===== config.mk =====
export PLATFORM = sky130hd
export DESIGN_NAME = id_stream_arb
export DESIGN_NICKNAME = d
export VERILOG_FILES = /design/src/rtl/id_pkg.sv /design/src/rtl/id_step.sv /design/src/rtl/id_stream_arb.sv
export SDC_FILE = /design/constraint.sdc
export NUM_CORES = 1
export LEC_CHECK = 0
export BUFFER_PORTS_ARGS = -buffer_cell sky130_fd_sc_hd__buf_2
export CORE_MARGIN = 3
export CORE_UTILIZATION = 45
export DETAILED_ROUTE_END_ITERATION = 10
export PLACE_DENSITY_LB_ADDON = 0.08
export REMOVE_ABC_BUFFERS = 1
export SYNTH_ARGS = -nofsm -noshare
export SYNTH_HDL_FRONTEND = slang
export SYNTH_SLANG_ARGS = --single-unit

===== constraint.sdc =====
create_clock -name clk -period 3.91 [get_ports clk]
set_clock_uncertainty 0.15 [all_clocks]
set_input_delay 0.5865 -clock clk [delete_from_list [all_inputs] [get_ports clk]]
set_output_delay 0.5865 -clock clk [all_outputs]
set_load 0.005 [all_outputs]

===== src/rtl/id_pkg.sv =====
// Shared definitions for the identifier-recognition arbiter: recognizer state
// encoding and the ASCII ranges that make up the letter and digit classes.
package id_pkg;

    // Encoding 3 is never produced; the step function treats it like REJ.
    typedef enum logic [1:0] {
        ST_REJ = 2'd0,
        ST_LET = 2'd1,
        ST_ACC = 2'd2
    } id_state_e;

    localparam logic [7:0] CH_UPPER_LO = 8'd65;   // 'A'
    localparam logic [7:0] CH_UPPER_HI = 8'd90;   // 'Z'
    localparam logic [7:0] CH_LOWER_LO = 8'd97;   // 'a'
    localparam logic [7:0] CH_LOWER_HI = 8'd122;  // 'z'
    localparam logic [7:0] CH_DIGIT_LO = 8'd48;   // '0'
    localparam logic [7:0] CH_DIGIT_HI = 8'd57;   // '9'

    function automatic logic is_letter(input logic [7:0] ch);
        return ((ch >= CH_UPPER_LO) && (ch <= CH_UPPER_HI)) ||
               ((ch >= CH_LOWER_LO) && (ch <= CH_LOWER_HI));
    endfunction

    function automatic logic is_digit(input logic [7:0] ch);
        return (ch >= CH_DIGIT_LO) && (ch <= CH_DIGIT_HI);
    endfunction

endpackage


===== src/rtl/id_step.sv =====
// Combinational identifier-recognizer step: letter starts/continues an
// identifier, a digit after a letter accepts it, anything else rejects.
module id_step
    import id_pkg::*;
(
    input  id_state_e  state,
    input  logic [7:0] ch,
    output id_state_e  next_state,
    output logic       hit
);

    // Next recognizer state and the non-ACC -> ACC transition flag
    always_comb begin
        next_state = ST_REJ;
        if (is_letter(ch)) begin
            next_state = ST_LET;
        end else if (is_digit(ch) && ((state == ST_LET) || (state == ST_ACC))) begin
            next_state = ST_ACC;
        end
        hit = (next_state == ST_ACC) && (state != ST_ACC);
    end

endmodule


===== src/rtl/id_stream_arb.sv =====
// Round-robin sharing of one id_step between character streams A and B, with
// per-stream recognizer context, per-stream saturating hit counters and a
// single valid/ready result port.
module id_stream_arb
    import id_pkg::*;
#(
    parameter int CNT_W = 8
) (
    input  logic             clk,
    input  logic             rst_n,
    input  logic             a_valid,
    input  logic [7:0]       a_char,
    output logic             a_ready,
    input  logic             b_valid,
    input  logic [7:0]       b_char,
    output logic             b_ready,
    input  logic             clr_a,
    input  logic             clr_b,
    output logic             res_valid,
    input  logic             res_ready,
    output logic             res_src,
    output logic             res_match,
    output logic [CNT_W-1:0] hit_cnt_a,
    output logic [CNT_W-1:0] hit_cnt_b
);

    localparam logic [CNT_W-1:0] CNT_MAX = {CNT_W{1'b1}};
    localparam logic [CNT_W-1:0] CNT_ONE = {{(CNT_W-1){1'b0}}, 1'b1};
    localparam logic SRC_A = 1'b0;
    localparam logic SRC_B = 1'b1;

    id_state_e        ctx_a_q, ctx_a_d;
    id_state_e        ctx_b_q, ctx_b_d;
    logic [CNT_W-1:0] cnt_a_q, cnt_a_d;
    logic [CNT_W-1:0] cnt_b_q, cnt_b_d;
    logic             last_grant_q, last_grant_d;
    logic             res_valid_q, res_valid_d;
    logic             res_src_q, res_src_d;
    logic             res_match_q, res_match_d;

    logic             can_issue;
    logic             grant_a;
    logic             grant_b;
    id_state_e        step_cur;
    logic [7:0]       step_char;
    id_state_e        step_next;
    logic             step_hit;

    // Grant: nothing while a result is stalled, otherwise round-robin on ties
    always_comb begin
        can_issue = !res_valid_q || res_ready;
        grant_a   = can_issue && a_valid && (!b_valid || (last_grant_q == SRC_B));
        grant_b   = can_issue && b_valid && (!a_valid || (last_grant_q == SRC_A));
    end

    // Feed the shared step with the granted stream; a same-cycle clear means
    // the character steps from LET rather than the stored context
    always_comb begin
        if (grant_b) begin
            step_cur  = clr_b ? ST_LET : ctx_b_q;
            step_char = b_char;
        end else begin
            step_cur  = clr_a ? ST_LET : ctx_a_q;
            step_char = a_char;
        end
    end

    id_step u_step (
        .state      (step_cur),
        .ch         (step_char),
        .next_state (step_next),
        .hit        (step_hit)
    );

    // Next contexts, counters, arbitration history and result registers
    always_comb begin
        ctx_a_d = clr_a ? ST_LET : ctx_a_q;
        ctx_b_d = clr_b ? ST_LET : ctx_b_q;
        cnt_a_d = clr_a ? '0 : cnt_a_q;
        cnt_b_d = clr_b ? '0 : cnt_b_q;
        last_grant_d = last_grant_q;
        res_valid_d  = res_valid_q;
        res_src_d    = res_src_q;
        res_match_d  = res_match_q;

        if (grant_a) begin
            ctx_a_d = step_next;
            if (step_hit && (cnt_a_d != CNT_MAX)) begin
                cnt_a_d = cnt_a_d + CNT_ONE;
            end
        end
        if (grant_b) begin
            ctx_b_d = step_next;
            if (step_hit && (cnt_b_d != CNT_MAX)) begin
                cnt_b_d = cnt_b_d + CNT_ONE;
            end
        end

        if (grant_a || grant_b) begin
            last_grant_d = grant_b ? SRC_B : SRC_A;
            res_valid_d  = 1'b1;
            res_src_d    = grant_b ? SRC_B : SRC_A;
            res_match_d  = (step_next == ST_ACC);
        end else if (res_ready) begin
            res_valid_d  = 1'b0;
        end
    end

    // State registers; last grant starts at B so A wins the first tie
    always_ff @(posedge clk or negedge rst_n) begin
        if (!rst_n) begin
            ctx_a_q      <= ST_LET;
            ctx_b_q      <= ST_LET;
            cnt_a_q      <= '0;
            cnt_b_q      <= '0;
            last_grant_q <= SRC_B;
            res_valid_q  <= 1'b0;
            res_src_q    <= 1'b0;
            res_match_q  <= 1'b0;
        end else begin
            ctx_a_q      <= ctx_a_d;
            ctx_b_q      <= ctx_b_d;
            cnt_a_q      <= cnt_a_d;
            cnt_b_q      <= cnt_b_d;
            last_grant_q <= last_grant_d;
            res_valid_q  <= res_valid_d;
            res_src_q    <= res_src_d;
            res_match_q  <= res_match_d;
        end
    end

    assign a_ready   = grant_a;
    assign b_ready   = grant_b;
    assign res_valid = res_valid_q;
    assign res_src   = res_src_q;
    assign res_match = res_match_q;
    assign hit_cnt_a = cnt_a_q;
    assign hit_cnt_b = cnt_b_q;

endmodule


==> results of run 1 <==
-- power by group through the flow --
stage          registers, mW  clock network (mW)  logic (mW)
3_5_place_dp           0.271                   0      0.0737
2_1_floorplan          0.270                   0      0.0383
5_1_grt                0.267               0.201      0.0820
3_3_place_gp           0.270                   0      0.0715
6_report               0.266               0.183      0.0724
4_1_cts                0.266               0.187      0.0738
-- stage by stage --
step | power, mW | area, um^2 | std cells
2_1_floorplan | 0.3084 | 1424 | 146
3_3_place_gp | 0.3414 | 1692 | 231
3_5_place_dp | 0.3443 | 1692 | 231
4_1_cts | 0.5268 | 1744 | 235
5_1_grt | 0.5504 | 1744 | 235
6_report | 0.5221 | 1744 | 235
-- synthesized netlist by cell type, types with 2 or more instances --
cell type | instances | area share
xnor2_1 | 8 | 0.049
nor3_1 | 5 | 0.017
inv_1 | 3 | 0.0079
a31oi_1 | 2 | 0.0087
nor2_1 | 13 | 0.034
nand4b_1 | 2 | 0.012
nand3b_1 | 4 | 0.021
and2_1 | 2 | 0.0087
o21ai_0 | 7 | 0.024
dfstp_2 | 3 | 0.055
or4_1 | 2 | 0.010
a21oi_1 | 4 | 0.014
nand2_1 | 11 | 0.029
dfrtp_1 | 21 | 0.37
nand2b_1 | 5 | 0.022
clkbuf_1 | 2 | 0.0052
nor2b_1 | 13 | 0.057
mux2_1 | 2 | 0.016
nand4_1 | 8 | 0.035
mux2_2 | 3 | 0.024
nand3_1 | 7 | 0.024
xor2_1 | 2 | 0.012
ha_1 | 3 | 0.026
-- registers in the layout (all words and copies together) (netlist names) --
signal        flops
ctx_a_q           2
ctx_b_q           2
hit_cnt_a         8
hit_cnt_b         8
last_grant_q      1
res_match         1
res_src           1
res_valid         1
-- worst max-delay path, stage by stage, from the launching register on --
cell,delay (ns)
dfstp_2,0.58
nand2_1,0.09
nand3_4,0.16
mux2_2,0.36
ha_1,0.32
nor2_2,0.22
nand4_1,0.18
nor4_4,0.40
nand4_1,0.16
mux2_1,0.33
-- worst paths after layout --
check / start / to / slack (ns) / cells past startpoint
worst max-delay path: last_grant_q / hit_cnt_b[4] / 0.86 / 9
worst min-delay path: rst_n / hit_cnt_b[3] / 0.06 / 1
worst max register to register: last_grant_q / hit_cnt_b[4] / 0.86 / 9
worst min register to register: res_match / res_match / 0.35 / 2
max in group asynchronous: rst_n / ctx_a_q[0] / 3.18 / 1
min in group clk: a_valid / last_grant_q / 0.30 / 2
-- cell type report --
type	instances	area, um^2	share of cell area
Multi-Input combinational cell	118	804.5	0.4613
Sequential cell	24	604.3	0.3465
Timing Repair Buffer	43	215.2	0.1234
Tap cell	42	52.55	0.03013
Clock inverter	1	30.03	0.01722
Clock buffer	3	22.52	0.01291
Inverter	4	15.01	0.008608
-- routing by layer --
layer	vias to the layer above	track usage	part of all wire
met2	31	0.2996	0.50
met1	580	0.1881	0.43
met5	-	0	0
li1	619	-	-
met4	0	0.06612	0.017
met3	4	0.02878	0.051
-- cells by family after synthesis --
| family | Yosys count | synth area share |
|---|---|---|
| buf+inv | 6 | 0.01573 |
| compound gates | 18 | 0.07867 |
| simple gates | 80 | 0.3339 |
| mux | 7 | 0.06206 |
| xor+xnor | 10 | 0.06119 |
| fa+ha+maj | 3 | 0.02623 |
| flops | 24 | 0.4222 |
==> metrics, run 1 <==
outcome finished, final reports clean; CTS max path bufs 2; synthesized area per cell 9.671 um^2; Synth Flop Type dfrtp_1; number of remaining DRC errors 0; CP startpoint kind flip-flop; drt total wl 3.107 mm; Net Sw Power 0.1271 mW; vias in the first global route 1229; initial detailed-routing violation count 51; Clock Tree Root clkbuf_4; mapped cell area 1431 um^2; drt pass-1 iters 4; final core utilization 0.6014; Final GP Congestion 0.8761; hold slack 0.05949 ns; Port Buffers 43; final worst setup slack 0.8632 ns; Max Cap Violations 0; CTS resizes 0; commonest non-fill, non-tap cells in the layout buf_2, dfrtp_1, nor2_1, nor2b_1, nand2_1; final setup vio count 0; Post-DP HPWL 2.493 mm; sequential-to-total area share from yosys stat 0.4222; Ant. Diodes 0; chip height 62.40 um; antenna violations before repair 0; LEAKAGE 0.8251 nW; Power Density 299.3 nW/um^2; largest net degree at the start of global routing 25; first-pass GRT wire length 5.237 mm; Flop pwr share 0.510; TritonCTS clock tree built; Tot GR Track Use 0.1641; share of total power in the clock network 0.351; Yosys cell types 39; commonest non-fill, non-tap cell in the layout buf_2; Core ar. 2900 um^2; crit end category flip-flop; vias after detailed routing 1234; ANT nets after route 0; Ports 44; Highest Clock Rate 328.2 MHz; Fillers 290; Cell Rows 19; hold_buf cts 0; CP required 3.99 ns; Worst-Skew Late Latency 0.33 ns; CTS Sinks 24; YS warnings 0; sum of negative setup slack 0 ns; Fin. Hold Viols 0; Syn Inst Count 148; synthesized flop and latch total 24; crit path max fanout 10; die width 62.40 um; Area Growth Syn to Fin 21.85%; die area 3894 um^2; CP arrival 3.13 ns; Final Critical Period 3.047 ns; fin crit share 0.7792; slew margin rel. 0.6516; Clock transition at path regs 0.14 ns; switching part of the total 0.2435; H-tree levels 1; Slew @ Worst Pin 0.5226 ns; Worst Hold Class in2async; Combinational Power Share 0.139; TritonCTS buffer count 3; Crit Path Class reg2reg; layout cells sized above 1 0.3212; Initial Util 0.4935; VDD IR-drop max 169.7 uV; total internal power 0.3949 mW; Slew Viols, Final 0; post-CTS setup buffer count 0; Final Net Count 220; DR WL/cell 13.22 um; vias per cell 5.251; GRT overflow 0; asr flop ratio synth 1.000; EDFF count, synth 0; RSZ-0062 raised after global routing false; Setup WS pre-CTS 0.6266 ns
No activity file was read; power rests on OpenSTA's default activity.
==> run 2: changes to the inputs <==
ABC_AREA = 1   (was unset)
clock period = 2.5 ns   (was 3.91 ns; I/O delays follow)
==> run 2 against run 1 <==
Net effect: area after synthesis rose by 32%; largest power group unchanged; final cell count grew 57%; routed wire length up 42%; critical endpoint is now hit_cnt_a[3]; hold slack better by 0.23 ns; sequential power is 64% higher; setup slack got worse by 0.68 ns; highest routed layer unchanged.
==> metrics, run 2 <==
Synth Area in Compound Gates 0.04319; commonest non-fill, non-tap cells in the layout nand2_1, buf_2, inv_1; Worst R2R Path Depth 15; Initial Util 0.4886; fin crit share 0.9277; Net Sw Power 0.3360 mW; LEAKAGE 1.261 nW; largest net degree at the start of global routing 25; Worst Hold Class in2reg; CTS max path bufs 2; mux contribution to synthesized area 0; sequential-to-total area share from yosys stat 0.3209; sum of negative setup slack 0 ns; Final Critical Period 2.319 ns; Area Growth Syn to Fin 21.13%; FF-to-FF End hit_cnt_a[3]; CP arrival 2.33 ns; Fin. Hold Viols 0; Post-Synth XOR/XNOR Area 0.02791; r2r startpoint last_grant_q; main combinational cell family by area after synthesis simple AND/OR/NAND/NOR gates; Slew @ Worst Pin 0.5663 ns; Clock Tree Root clkbuf_8; synth top area cells dfrtp_1, nand2_1, inv_1; YS warnings 0; Syn Inst Count 268; slew margin rel. 0.6225; worst hold start clr_b; crit path max-delay cell type dfstp_2; initial detailed-routing violation count 86; Post-Place Cell Area 2155 um^2; slowest stage delay, CP 0.56 ns; vias after detailed routing 1806; Worst-Skew Late Latency 0.27 ns; final core utilization 0.5919; number of remaining DRC errors 0; vias per cell 4.881; Tot GR Track Use 0.1816; Crit Path Class reg2reg; worst reg-to-reg setup slack 0.18 ns; Final GP Congestion 0.8734; TritonCTS buffer count 3; Ports 44; GRT overflow 0; Post-DP HPWL 3.349 mm; Yosys top cell by area dfrtp_1; asr flop ratio synth 1.000; CP delay by family, top simple AND/OR/NAND/NOR gates; first-pass GRT wire length 7.562 mm; Fillers 390; Commonest cells post-synth nand2_1, inv_1, dfrtp_1; buffer and inverter count on the worst path 3; Port Buffers 43; Power Density 444.1 nW/um^2; VDD IR-drop max 216.9 uV; RSZ-0062 raised after global routing false; total internal power 0.6768 mW; ANT nets after route 0; Ant. Diodes 0; Slew Viols, Final 0; drt total wl 4.405 mm; WP depth 15; CP required 2.51 ns; Max Cap Violations 0; die width 70.69 um; post-synthesis adder-cell area fraction 0.01993; CP cell instances nand2_4 -> nand3_4 -> nand2_1 -> o21ai_0 -> ha_1 -> inv_1 -> nand2_1 -> nor2_4 -> inv_2 -> nor2_8 -> nand4_4 -> inv_2 -> nand2_1 -> nand2_1 -> nand2_1; Crit. Startpoint last_grant_q; final setup vio count 0; Final Net Count 349; Highest Clock Rate 431.2 MHz; synthesized area per cell 7.026 um^2; Worst Hold Endpoint ctx_b_q[0]; EDFF count, synth 0; drt pass-1 iters 4; mapped cell area 1883 um^2; chip height 70.69 um; antenna violations before repair 0; TritonCTS clock tree built; Cell Rows 22; Synth Flop Type dfrtp_1; crit path max fanout 7; vias in the first global route 1735; switching part of the total 0.3318; Core ar. 3854 um^2; most frequent cell after synthesis nand2_1; CTS Sinks 24; Flop pwr share 0.429; Combinational Power Share 0.309; outcome finished, final reports clean; share of total power in the clock network 0.262; cell count of the worst hold path 4; CP startpoint kind flip-flop; Final Cell Area 2281 um^2; H-tree levels 1; commonest non-fill, non-tap cell in the layout nand2_1; crit end category flip-flop; synthesized flop and latch total 24; Yosys cell types 35; Synth top area share 0.2791; DR WL/cell 11.91 um; simple-gate area share of the yosys netlist 0.4784; Clock transition at path regs 0.09 ns; die area 4997 um^2; layout cells sized above 1 0.3075; CP most frequent cell nand2_1
==> run 2: cell types whose count changed in the layout (fill, tap and decap cells not counted), sizes merged, moves of 12 or more <==
| cell | delta |
|---|---|
| inv | +37 |
| nand2 | +89 |
| nor2b | -13 |
| nand3 | +12 |
==> run 2: cell families after synthesis <==
logic type	after synthesis
AND/OR/NAND/NOR	173
buffers and inverters	48
flip-flops	24
AO/OA/AOI/OAI	14
XOR/XNOR	6
adder cells (fa/ha/maj)	3
==> run 2: power groups by stage <==
stage / clock network [mW] / logic [mW] / registers (mW)
floorplan: 0 / 0.176 / 0.442
global placement: 0 / 0.279 / 0.442
detailed placement: 0 / 0.280 / 0.442
CTS: 0.275 / 0.282 / 0.435
global route: 0.295 / 0.348 / 0.439
finish: 0.266 / 0.313 / 0.435
==> run 2: repair_timing <==
item | in CTS | in global routing
setup buffers | 0 | 5
endpoints found under the hold margin | 21 | 0
hold buffers | 1 | 0
endpoints found under the setup margin | 0 | 16
gates resized for setup | 0 | 6
==> run 2: through the flow <==
step                      hold WS [ns]  instances  total power, mW  setup WS (ns)
after floorplan               -0.07059        262           0.6185         0.1378
after global placement          0.2476        359           0.7211         0.1096
after detailed placement        0.2491        359           0.7219        0.01663
after CTS                       0.2839        364           0.9920        0.05751
after global routing            0.3109        370            1.083        0.02790
final                           0.2912        370            1.013         0.1808
==> run 2: how the worst max path moves through the flow <==
stage	endpoint	slack, ns
6_report	hit_cnt_a[3]	0.18
5_1_grt	hit_cnt_a[3]	0.03
4_1_cts	hit_cnt_a[3]	0.06
3_5_place_dp	hit_cnt_a[3]	0.02
3_3_place_gp	hit_cnt_a[3]	0.11
2_1_floorplan	hit_cnt_b[0]	0.14
==> run 2: worst min-delay path, delay by kind of cell <==
family,cells,cell delay (ns)
simple gates,3,0.22
buf+inv,1,0.09
==> run 2: routing by layer <==
| metal | wire (um) | part of all wire | GRT usage | up-vias |
|---|---|---|---|---|
| li1 | - | - | - | 968 |
| met1 | 2138 | 0.49 | 0.2522 | 788 |
| met2 | 2004 | 0.45 | 0.2904 | 46 |
| met3 | 219 | 0.050 | 0.02415 | 4 |
| met4 | 42 | 0.0095 | 0.06263 | 0 |
| met5 | 0 | 0 | 0 | - |
==> run 2: area by class of cell <==
class,count,area [um^2],share of cell area
repair buffers,55,307.8,0.1349
well taps,48,60.06,0.02633
clock buffers,4,55.05,0.02414
flip-flops and latches,24,604.3,0.2649
inverters,42,157.7,0.06912
multi-input cells,197,1096,0.4805
==> run 3: changes to the inputs <==
PLACE_DENSITY = 0.72   (was unset)
PLACE_DENSITY_LB_ADDON = unset   (was 0.08)
SYNTH_HIERARCHICAL = 1   (was unset)
==> run 3 against run 2 <==
Net effect: the flow now finishes with violations (negative setup slack); hold slack better by 0.016 ns; design area is 2.5% higher; clock-buffer cell count did not move; synthesized cell count fell by 1.5%; utilization up 3.2 points; die area decreased by 5.1%; setup slack got worse by 0.23 ns; critical path depth unchanged; area after synthesis decreased by 5.6%; sequential share of layout area shrank 0.64 points; non-clock buffer count increased by 9; critical path type unchanged; critical endpoint is now hit_cnt_b[5].
==> metrics, run 3 <==
outcome complete, but fails checks; failing checks negative setup slack; simple-gate area share of the yosys netlist 0.4806; LEAKAGE 1.373 nW; Initial Util 0.4749; layout cells sized above 1 0.3617; Ports 44; CP arrival 2.55 ns; synthesized flop and latch total 24; fin crit share 1.019; Crit Path Class reg2reg; vias after detailed routing 1751; final worst setup slack -0.04697 ns; commonest non-fill, non-tap cell in the layout nand2_1; Area Growth Syn to Fin 31.46%; commonest non-fill, non-tap cells in the layout nand2_1, buf_2, inv_1; Slew Viols, Final 0; mux contribution to synthesized area 0; buffer and inverter count on the worst path 2; GRT overflow 0; CTS Sinks 24; number of remaining DRC errors 0; Final Critical Period 2.547 ns; crit end category flip-flop; Syn Inst Count 264; chip height 68.86 um; die area 4741 um^2; Worst-Skew Late Latency 0.26 ns; post-synthesis adder-cell area fraction 0.007037; TritonCTS clock tree built; sequential-to-total area share from yosys stat 0.3399; YS warnings 6; EDFF count, synth 0; Multi-input gate area 1051 um^2; main combinational cell family by area after synthesis simple AND/OR/NAND/NOR gates; CTS max path bufs 2; Final Net Count 354; drt pass-1 iters 4; Power Density 418.8 nW/um^2; Final GP Congestion 0.8517; slew margin rel. 0.6266; Max Cap Violations 0; Reg area 604.3 um^2; CP required 2.50 ns; Fillers 374; Tot GR Track Use 0.1744; CP delay by family, top simple AND/OR/NAND/NOR gates; vias per cell 4.645; mapped cell area 1778 um^2; vias in the first global route 1543; VDD IR-drop max 225.5 uV; CP cell instances nand2_4 -> nand3_4 -> nand2_1 -> o21ai_1 -> ha_4 -> nor3_4 -> nand2_2 -> nor3_4 -> inv_2 -> nor2_4 -> inv_2 -> nor2_4 -> nand3_2 -> nand2_1 -> o21ai_1; Worst Hold Class in2reg; die width 68.86 um; Cell Rows 22; slowest stage delay, CP 0.56 ns; synthesized area per cell 6.735 um^2; Clock transition at path regs 0.09 ns; drt total wl 3.811 mm; Ant. Diodes 0; crit path max-delay cell type dfstp_2; DR WL/cell 10.11 um; most frequent cell after synthesis nand2_1; Synth Area in Compound Gates 0.04082; largest net degree at the start of global routing 25; Highest Clock Rate 392.6 MHz; Final Cell Area 2337 um^2; Commonest cells post-synth nand2_1, inv_1, dfrtp_1; Post-DP HPWL 2.874 mm; Port Buffers 43; final setup vio count 5; Clock Tree Root clkbuf_8; first-pass GRT wire length 6.306 mm; initial detailed-routing violation count 70; antenna violations before repair 0; Slew @ Worst Pin 0.5601 ns; H-tree levels 1; Yosys top cell by area dfrtp_1; hold slack 0.3070 ns; Core ar. 3744 um^2; RSZ-0062 raised after global routing true; crit path max fanout 5; Synth top area share 0.2956; ANT nets after route 0; asr flop ratio synth 1.000; Yosys cell types 29; Synth Flop Type dfrtp_1; Fin. Hold Viols 0; TritonCTS buffer count 3; CP startpoint kind flip-flop; Post-Synth XOR/XNOR Area 0.004926; synth top area cells dfrtp_1, nand2_1, inv_1; Post-Place Cell Area 2127 um^2
[run 3: what timing repair did]
action	CTS	global route
hold buffers	1	0
buffers inserted	3	4
endpoints found under the setup margin	14	16
endpoints found under the hold margin	21	0
resized for setup	6	18
pin swaps	1	13
gates cloned	1	0
[run 3: layout make-up]
cell class,instances,share of cell area
clock buffer,4,0.01927
inverter,51,0.08458
multi-input combinational,186,0.4497
sequential,24,0.2586
tap,48,0.02570
timing repair buffer,64,0.1622
[run 3: cell families (layout without fill, tap and decap cells)]
| logic type | Yosys count | after routing |
|---|---|---|
| simple gates | 169 | 170 |
| buf+inv | 55 | 119 |
| flops | 24 | 24 |
| compound gates | 14 | 14 |
| fa+ha+maj | 1 | 1 |
| xor+xnor | 1 | 1 |
[run 3: final timing paths]
check                        startpoint           end  slack [ns]  cells after the start
max                        last_grant_q  hit_cnt_b[5]       -0.05                     15
min                               clr_b    ctx_b_q[1]        0.31                      4
max reg2reg                last_grant_q  hit_cnt_b[5]       -0.05                     15
min reg2reg                     res_src       res_src        0.33                      2
max in group asynchronous         rst_n    ctx_a_q[0]        1.34                      2
min in group asynchronous         rst_n  hit_cnt_a[7]        0.48                      2
[run 3: worst register-to-register path: stages (launching register included)]
cell and delay, ns:
dfstp_2 0.56, nand2_4 0.06, nand3_4 0.12, nand2_1 0.07, o21ai_1 0.15, ha_4 0.25, nor3_4 0.11, nand2_2 0.09
nor3_4 0.22, inv_2 0.09, nor2_4 0.15, inv_2 0.07, nor2_4 0.12, nand3_2 0.10, nand2_1 0.06, o21ai_1 0.05
[run 3: report_power, final]
group / internal [mW] / total, mW / switching (mW)
clock network: 0.114 / 0.235 / 0.121
logic: 0.131 / 0.309 / 0.179
registers: 0.421 / 0.435 / 0.0135
total: 0.666 / 0.979 / 0.313
[run 3: per-stage QoR]
stage / setup slack, ns / setup TNS, ns / util / cells / power [mW]
final: -0.04697 / -0.1644 / 0.6243 / 377 / 0.9789
after global routing: -0.1562 / -1.482 / 0.6243 / 377 / 1.047
after CTS: -0.002539 / -0.002539 / 0.5959 / 374 / 0.9597
after detailed placement: -0.1720 / -1.689 / 0.5682 / 365 / 0.7044
after global placement: -0.01756 / -0.08795 / 0.5682 / 365 / 0.7003
after floorplan: -0.02202 / -0.02769 / - / 260 / 0.5890
[run 3: per-layer routing]
layer | vias up | global-route usage | routed length (um)
met4 | 0 | 0.06813 | 53
met1 | 787 | 0.2075 | 1591
met5 | - | 0 | 0
met2 | 32 | 0.3179 | 2018
met3 | 4 | 0.01945 | 148
li1 | 928 | - | -
